`src/rtl/mul_pkg.sv`:
```
// Shared types and constants for the iterative multiply sequencer.
package mul_pkg;

  // Default operand width; the product is twice this width.
  localparam int unsigned MUL_WIDTH = 32;

  // op_signed encoding.
  localparam logic OP_MULTU = 1'b0;
  localparam logic OP_MULT  = 1'b1;

  typedef enum logic [1:0] {
    IDLE = 2'd0,
    RUN  = 2'd1,
    FIX  = 2'd2
  } state_t;

endpackage : mul_pkg

```
`src/rtl/mul_seq_if.sv`:
```
// Request/result bundle between the CPU control FSM (master) and mul_seq (slave).
//   start, op_signed, a, b     : multiply request, sampled while idle
//   wr_hi, wr_lo, wdata        : MTHI/MTLO writes, honored only while idle
//   busy, done, hi, lo         : sequencer status and architectural HI/LO
interface mul_seq_if #(
  parameter int unsigned WIDTH = mul_pkg::MUL_WIDTH
);
  logic             start;
  logic             op_signed;
  logic [WIDTH-1:0] a;
  logic [WIDTH-1:0] b;
  logic             wr_hi;
  logic             wr_lo;
  logic [WIDTH-1:0] wdata;
  logic             busy;
  logic             done;
  logic [WIDTH-1:0] hi;
  logic [WIDTH-1:0] lo;

  modport master (
    output start, op_signed, a, b, wr_hi, wr_lo, wdata,
    input  busy, done, hi, lo
  );

  modport slave (
    input  start, op_signed, a, b, wr_hi, wr_lo, wdata,
    output busy, done, hi, lo
  );
endinterface : mul_seq_if

```
`src/rtl/mul_step.sv`:
```
// One combinational shift-add iteration of the multiplier.
//   acc, mcand (2*WIDTH) and mplier (WIDTH) in; next-iteration values out.
module mul_step #(
  parameter int unsigned WIDTH = 32
) (
  input  logic [2*WIDTH-1:0] acc,
  input  logic [2*WIDTH-1:0] mcand,
  input  logic [WIDTH-1:0]   mplier,
  output logic [2*WIDTH-1:0] acc_nxt,
  output logic [2*WIDTH-1:0] mcand_nxt,
  output logic [WIDTH-1:0]   mplier_nxt
);

  always_comb begin
    acc_nxt    = mplier[0] ? (acc + mcand) : acc;
    mcand_nxt  = mcand << 1;
    mplier_nxt = mplier >> 1;
  end

endmodule : mul_step

```
`src/rtl/mul_seq.sv`:
```
// Iterative MULT/MULTU sequencer owning HI/LO.
//   clk, reset : clock, synchronous active-high reset
//   bus        : mul_seq_if slave (request, MTHI/MTLO writes, busy/done, hi/lo)
// Magnitudes are multiplied unsigned over WIDTH cycles, then the sign is
// applied to the full product in a single FIX cycle.
module mul_seq
  import mul_pkg::*;
#(
  parameter int unsigned WIDTH = MUL_WIDTH
) (
  input  logic       clk,
  input  logic       reset,
  mul_seq_if.slave   bus
);

  localparam int unsigned PW    = 2 * WIDTH;
  localparam int unsigned CNT_W = (WIDTH > 1) ? $clog2(WIDTH) : 1;
  localparam logic [CNT_W-1:0] CNT_LAST = CNT_W'(WIDTH - 1);

  state_t           state;
  logic [PW-1:0]    acc;
  logic [PW-1:0]    mcand;
  logic [WIDTH-1:0] mplier;
  logic [CNT_W-1:0] cnt;
  logic             neg;
  logic             busy_q;
  logic             done_q;
  logic [WIDTH-1:0] hi_q;
  logic [WIDTH-1:0] lo_q;

  logic [PW-1:0]    acc_nxt;
  logic [PW-1:0]    mcand_nxt;
  logic [WIDTH-1:0] mplier_nxt;
  logic [WIDTH-1:0] a_mag_c;
  logic [WIDTH-1:0] b_mag_c;
  logic             neg_c;
  logic [PW-1:0]    prod_c;

  mul_step #(.WIDTH(WIDTH)) u_step (
    .acc        (acc),
    .mcand      (mcand),
    .mplier     (mplier),
    .acc_nxt    (acc_nxt),
    .mcand_nxt  (mcand_nxt),
    .mplier_nxt (mplier_nxt)
  );

  // Operand magnitudes; negating the most negative value yields itself,
  // which is the correct unsigned magnitude.
  always_comb begin
    a_mag_c = bus.a;
    b_mag_c = bus.b;
    if (bus.op_signed == OP_MULT && bus.a[WIDTH-1]) a_mag_c = -bus.a;
    if (bus.op_signed == OP_MULT && bus.b[WIDTH-1]) b_mag_c = -bus.b;
    neg_c  = (bus.op_signed == OP_MULT) & (bus.a[WIDTH-1] ^ bus.b[WIDTH-1]);
    prod_c = neg ? -acc : acc;
  end

  // Sequencer FSM, datapath registers and HI/LO.
  always_ff @(posedge clk) begin
    if (reset) begin
      state  <= IDLE;
      acc    <= '0;
      mcand  <= '0;
      mplier <= '0;
      cnt    <= '0;
      neg    <= 1'b0;
      busy_q <= 1'b0;
      done_q <= 1'b0;
      hi_q   <= '0;
      lo_q   <= '0;
    end else begin
      done_q <= 1'b0;
      case (state)
        IDLE: begin
          // MTHI/MTLO land even alongside an accepted start; FIX overwrites later.
          if (bus.wr_hi) hi_q <= bus.wdata;
          if (bus.wr_lo) lo_q <= bus.wdata;
          if (bus.start) begin
            mcand  <= PW'(a_mag_c);
            mplier <= b_mag_c;
            neg    <= neg_c;
            acc    <= '0;
            cnt    <= '0;
            busy_q <= 1'b1;
            state  <= RUN;
          end
        end
        RUN: begin
          acc    <= acc_nxt;
          mcand  <= mcand_nxt;
          mplier <= mplier_nxt;
          cnt    <= cnt + CNT_W'(1);
          if (cnt == CNT_LAST) state <= FIX;
        end
        FIX: begin
          hi_q   <= prod_c[PW-1:WIDTH];
          lo_q   <= prod_c[WIDTH-1:0];
          done_q <= 1'b1;
          busy_q <= 1'b0;
          state  <= IDLE;
        end
        default: begin
          busy_q <= 1'b0;
          state  <= IDLE;
        end
      endcase
    end
  end

  assign bus.busy = busy_q;
  assign bus.done = done_q;
  assign bus.hi   = hi_q;
  assign bus.lo   = lo_q;

endmodule : mul_seq

```
`src/flat_wrapper.sv`:
```
// flat-port wrapper written by rule: the top's interface ports become plain ports
module mul_seq_flat import mul_pkg::*;
#(
  parameter int unsigned WIDTH = MUL_WIDTH
)
  (clk, reset, bus_start, bus_op_signed, bus_a, bus_b, bus_wr_hi, bus_wr_lo, bus_wdata, bus_busy, bus_done, bus_hi, bus_lo);
  mul_seq_if #(.WIDTH(WIDTH)) bus_i ();
  input  logic clk;
  input  logic reset;
  input wire logic [$bits(bus_i.start)-1:0] bus_start;
  input wire logic [$bits(bus_i.op_signed)-1:0] bus_op_signed;
  input wire logic [$bits(bus_i.a)-1:0] bus_a;
  input wire logic [$bits(bus_i.b)-1:0] bus_b;
  input wire logic [$bits(bus_i.wr_hi)-1:0] bus_wr_hi;
  input wire logic [$bits(bus_i.wr_lo)-1:0] bus_wr_lo;
  input wire logic [$bits(bus_i.wdata)-1:0] bus_wdata;
  output wire logic [$bits(bus_i.busy)-1:0] bus_busy;
  output wire logic [$bits(bus_i.done)-1:0] bus_done;
  output wire logic [$bits(bus_i.hi)-1:0] bus_hi;
  output wire logic [$bits(bus_i.lo)-1:0] bus_lo;
  assign bus_i.start = bus_start;
  assign bus_i.op_signed = bus_op_signed;
  assign bus_i.a = bus_a;
  assign bus_i.b = bus_b;
  assign bus_i.wr_hi = bus_wr_hi;
  assign bus_i.wr_lo = bus_wr_lo;
  assign bus_i.wdata = bus_wdata;
  assign bus_busy = bus_i.busy;
  assign bus_done = bus_i.done;
  assign bus_hi = bus_i.hi;
  assign bus_lo = bus_i.lo;
  mul_seq #(.WIDTH(WIDTH)) u_core (.clk(clk), .reset(reset), .bus(bus_i));
endmodule
```
`config.mk`:
```
export PLATFORM = sky130hd
export DESIGN_NAME = mul_seq_flat
export DESIGN_NICKNAME = d
export VERILOG_FILES = /design/src/rtl/mul_pkg.sv /design/src/rtl/mul_seq_if.sv /design/src/rtl/mul_step.sv /design/src/rtl/mul_seq.sv /design/src/flat_wrapper.sv
export SDC_FILE = /design/constraint.sdc
export NUM_CORES = 1
export LEC_CHECK = 0
export ABC_AREA = 1
export CELL_PAD_IN_SITES_DETAIL_PLACEMENT = 1
export CELL_PAD_IN_SITES_GLOBAL_PLACEMENT = 1
export CORE_UTILIZATION = 44
export DETAILED_ROUTE_END_ITERATION = 7
export GPL_TIMING_DRIVEN = 0
export PLACE_DENSITY = 0.94
export REMOVE_ABC_BUFFERS = 1
export SLEW_MARGIN = 30
export SYNTH_ARGS = -nofsm -noshare
export SYNTH_HDL_FRONTEND = slang
export SYNTH_SLANG_ARGS = --single-unit
export TNS_END_PERCENT = 1
```
`constraint.sdc`:
```
create_clock -name clk -period 6.1 [get_ports clk]
set_input_delay 1.22 -clock clk [delete_from_list [all_inputs] [get_ports clk]]
set_output_delay 1.22 -clock clk [all_outputs]
set_load 0.05 [all_outputs]
```
==> flow_metrics.py <==
metrics = {
    "finish": {
        "finalNetCount": 3524,
        "final_area_um2": 22000,
        "fillers": 5809,
        "diodes": 0,
        "stdcell_count": 3909,
        "area.growth.synth_to_final_pct": 18.8,
        "multi_input_area_um2": 11600,
        "seqCellArea_um2": 4690,
        "drive_above_1_share_pct": 5.98,
    },
    "pwr": {
        "p_sw_uw": 1430,
        "power.density_nw_per_um2": 203,
        "seqPwrFrac_pct": 37.4,
        "power_frac_comb_pct": 19.7,
        "peakVddDrop_uv": 217,
        "p_leak_uw": 0.0106,
        "pwr-share-clk_pct": 42.9,
        "swShare_pct": 32.1,
        "p_int_uw": 3030,
    },
    "worst_setup_path": {
        "critPathTopFamily": "buffers and inverters",
        "crit_buf_inv": 6,
        "crit_chain": "nor2_4 -> buf_16 -> buf_16 -> buf_16 -> nand2_1 -> inv_4 -> nor2_4 -> buf_16 -> buf_16 -> nand2_1 -> a21oi_1",
        "path_max_fanout": 52,
        "cp-end-kind": "flop",
        "arrival_ns": 4.20,
        "startpoint_type": "flop",
        "max_stage_delay_ns": 0.64,
        "crit_path_frequent_cell": "buf_16",
        "critPathRequiredTime_ns": 6.61,
        "critPathKind": "flop to flop",
        "cp_slowest_cell": "nand2_1",
    },
    "routing": {
        "via_per_inst": 5.71,
        "vias": 22313,
        "drc_errors": 0,
        "dr.first_iter.drc_count": 1466,
        "firstDrtPassIters": 5,
        "drt_wl_total_um": 77500,
        "antenna_left": 0,
        "avgRoutedWirePerCell_um": 19.8,
    },
    "min_path": {
        "hold_path_class": "flop to flop",
    },
    "synthesis": {
        "synth_cell_types": 44,
        "ys.flop_type": "dfxtp_1",
        "yosys.area.top_type": "dfxtp_1",
        "synth_top_area_share_pct": 25.3,
        "yosysMostFrequentCell": "nand2_1",
        "synth_cells": 3244,
        "yosys_warnings": 0,
        "synth_edf_count": 0,
        "postSynthAreaPerCell_um2": 5.71,
        "async_flop_share_pct": 0,
        "synth_common_cells": "1,056 x nand2_1, 462 x inv_1, 301 x a21oi_1",
        "synthTopCellsByArea": "dfxtp_1 25%, nand2_1 21%, inv_1 9.4%",
        "seq_area_frac_synth_pct": 25.3,
        "syn_area_um2": 18500,
        "synth_seq_cells": 234,
    },
    "timing": {
        "skew_ns": 0.0163,
        "post-route-min-period_ns": 3.69,
        "rsz0062_at_grt": "false",
        "finalCritPeriodShare_pct": 60.5,
        "finalHoldViolations": 0,
        "fmax_mhz": 271,
        "fin_tns_setup_ns": 0,
        "setup_slack_ns": 2.41,
        "slew_violations": 0,
        "whs_ns": 0.477,
        "timing.slew.headroom_pct": 37.8,
        "setup_viol": 0,
        "worstMarginPinSlew_ns": 0.928,
    },
    "global_route": {
        "grt_pass1_wl_um": 123000,
        "overflow": 0,
        "antenna_found_initial": 0,
        "grt_max_degree": 91,
        "grt_pass1_vias": 22870,
        "track_usage_pct": 35.5,
    },
    "clock_tree": {
        "cts_buffers": 31,
        "clock-sinks": 234,
        "clock-root-buffer": "clkbuf_16",
        "clk_pin_slew_ns": 0.06,
        "cts_setup_buffers": 0,
        "cts-htree-levels": 1,
        "cts_tree": "yes",
        "clk_latency_ns": 0.60,
        "cts_resized": 0,
        "holdBufCountCts": 0,
        "ctsLongestPathBuffers": 3,
    },
    "floorplanning": {
        "io_pins": 168,
        "placementRows": 74,
        "initial_core_util_pct": 44.9,
        "fp.dieH_um": 207,
        "coreArea_um2": 41200,
        "die_width_um": 207,
        "dieArea_um2": 42900,
    },
    "place": {
        "hpwlAfterDp_um": 59900,
        "preCtsSetupSlack_ns": 1.88,
        "numPortBuffers": 167,
        "dp.cells": 3852,
        "place_congestion": 0.974,
        "dpl-instance-area_um2": 21000,
    },
    "flow_run": {
        "drv_cap": 0,
    },
    "outcome": {
        "status": "finished, final reports clean",
    },
}
==> worst paths after layout <==
path | from | endpoint | slack [ns] | cells after the start
max | u_core.state[1]$_SDFFE_PP0P_ | u_core.acc[47]$_SDFFE_PP0P_ | 2.41 | 11
min | u_core.mplier[31]$_SDFFE_PP0P_ | u_core.mplier[31]$_SDFFE_PP0P_ | 0.48 | 2
max reg2reg | u_core.state[1]$_SDFFE_PP0P_ | u_core.acc[47]$_SDFFE_PP0P_ | 2.41 | 11
min reg2reg | u_core.mplier[31]$_SDFFE_PP0P_ | u_core.mplier[31]$_SDFFE_PP0P_ | 0.48 | 2
==> metal layers <==
metal | track usage [%] | share of wire, %
met1 | 44.5 | 43
met2 | 61.8 | 48
met3 | 3.81 | 5.7
met4 | 14.2 | 3.9
met5 | 0 | 0
==> kinds of logic (layout without fill, tap and decap cells) <==
kind of cell	Yosys count	after routing	synth area share, %
flops	234	234	25.3
compound gates	571	571	16.6
fa+ha+maj	69	69	4.70
simple gates	1762	1762	40.6
buf+inv	598	731	12.3
xor+xnor	10	10	0.473
==> power by group through the flow <==
stage	clock, uW	sequential, uW	combinational (uW)
final	1910	1670	878
after global routing	1980	1670	939
after CTS	1920	1660	873
after detailed placement	0	1690	859
after global placement	0	1700	768
after floorplan	0	1810	353
==> registers in the layout (all words and copies together), names as in the netlist <==
name and cells:
u_core.acc 64, u_core.mcand 64, u_core.bus.hi 32, u_core.bus.lo 32
u_core.mplier 32, u_core.cnt 5, u_core.state 2, u_core.bus.busy 1
u_core.bus.done 1, u_core.neg 1
==> cells in the final DEF, fill, tap and decap left out, types with 23 or more instances in the layout <==
| cell type | synthesis | layout |
|---|---|---|
| o21ai_0 | 145 | 145 |
| inv_2 | 25 | 28 |
| ha_1 | 68 | 68 |
| nand3_1 | 289 | 289 |
| nor2_1 | 232 | 229 |
| clkbuf_16 | 0 | 32 |
| nand4_1 | 32 | 32 |
| nand2_1 | 1056 | 1056 |
| clkdlybuf4s50_1 | 0 | 166 |
| nand2_2 | 23 | 23 |
| a22oi_1 | 35 | 35 |
| nor3_1 | 33 | 33 |
| inv_1 | 462 | 457 |
| a21oi_1 | 301 | 301 |
| dfxtp_1 | 234 | 233 |
| a31oi_1 | 49 | 49 |
==> final cells by class <==
cell class	instances	area share, %
well taps	532	3.03
repair buffers	185	9.80
inverters	489	8.37
clock buffers	37	3.82
multi-input cells	2412	52.7
flip-flops and latches	234	21.3
clock inverters	20	0.961
==> stage by stage <==
stage | power [uW] | utilization, %
6_report | 4460 | 53.4
5_1_grt | 4590 | 53.4
4_1_cts | 4460 | 53.4
3_5_place_dp | 2550 | 50.9
3_3_place_gp | 2470 | 49.5
2_1_floorplan | 2160 | -
==> worst reg2reg max path, cell delays in order (launching register included) <==
cell and delay, ns:
dfxtp_1 0.57, nor2_4 0.12, buf_16 0.19, buf_16 0.19, buf_16 0.19, nand2_1 0.65, inv_4 0.52, nor2_4 0.53
buf_16 0.24, buf_16 0.17, nand2_1 0.08, a21oi_1 0.16
No activity file was read; power rests on OpenSTA's default activity.
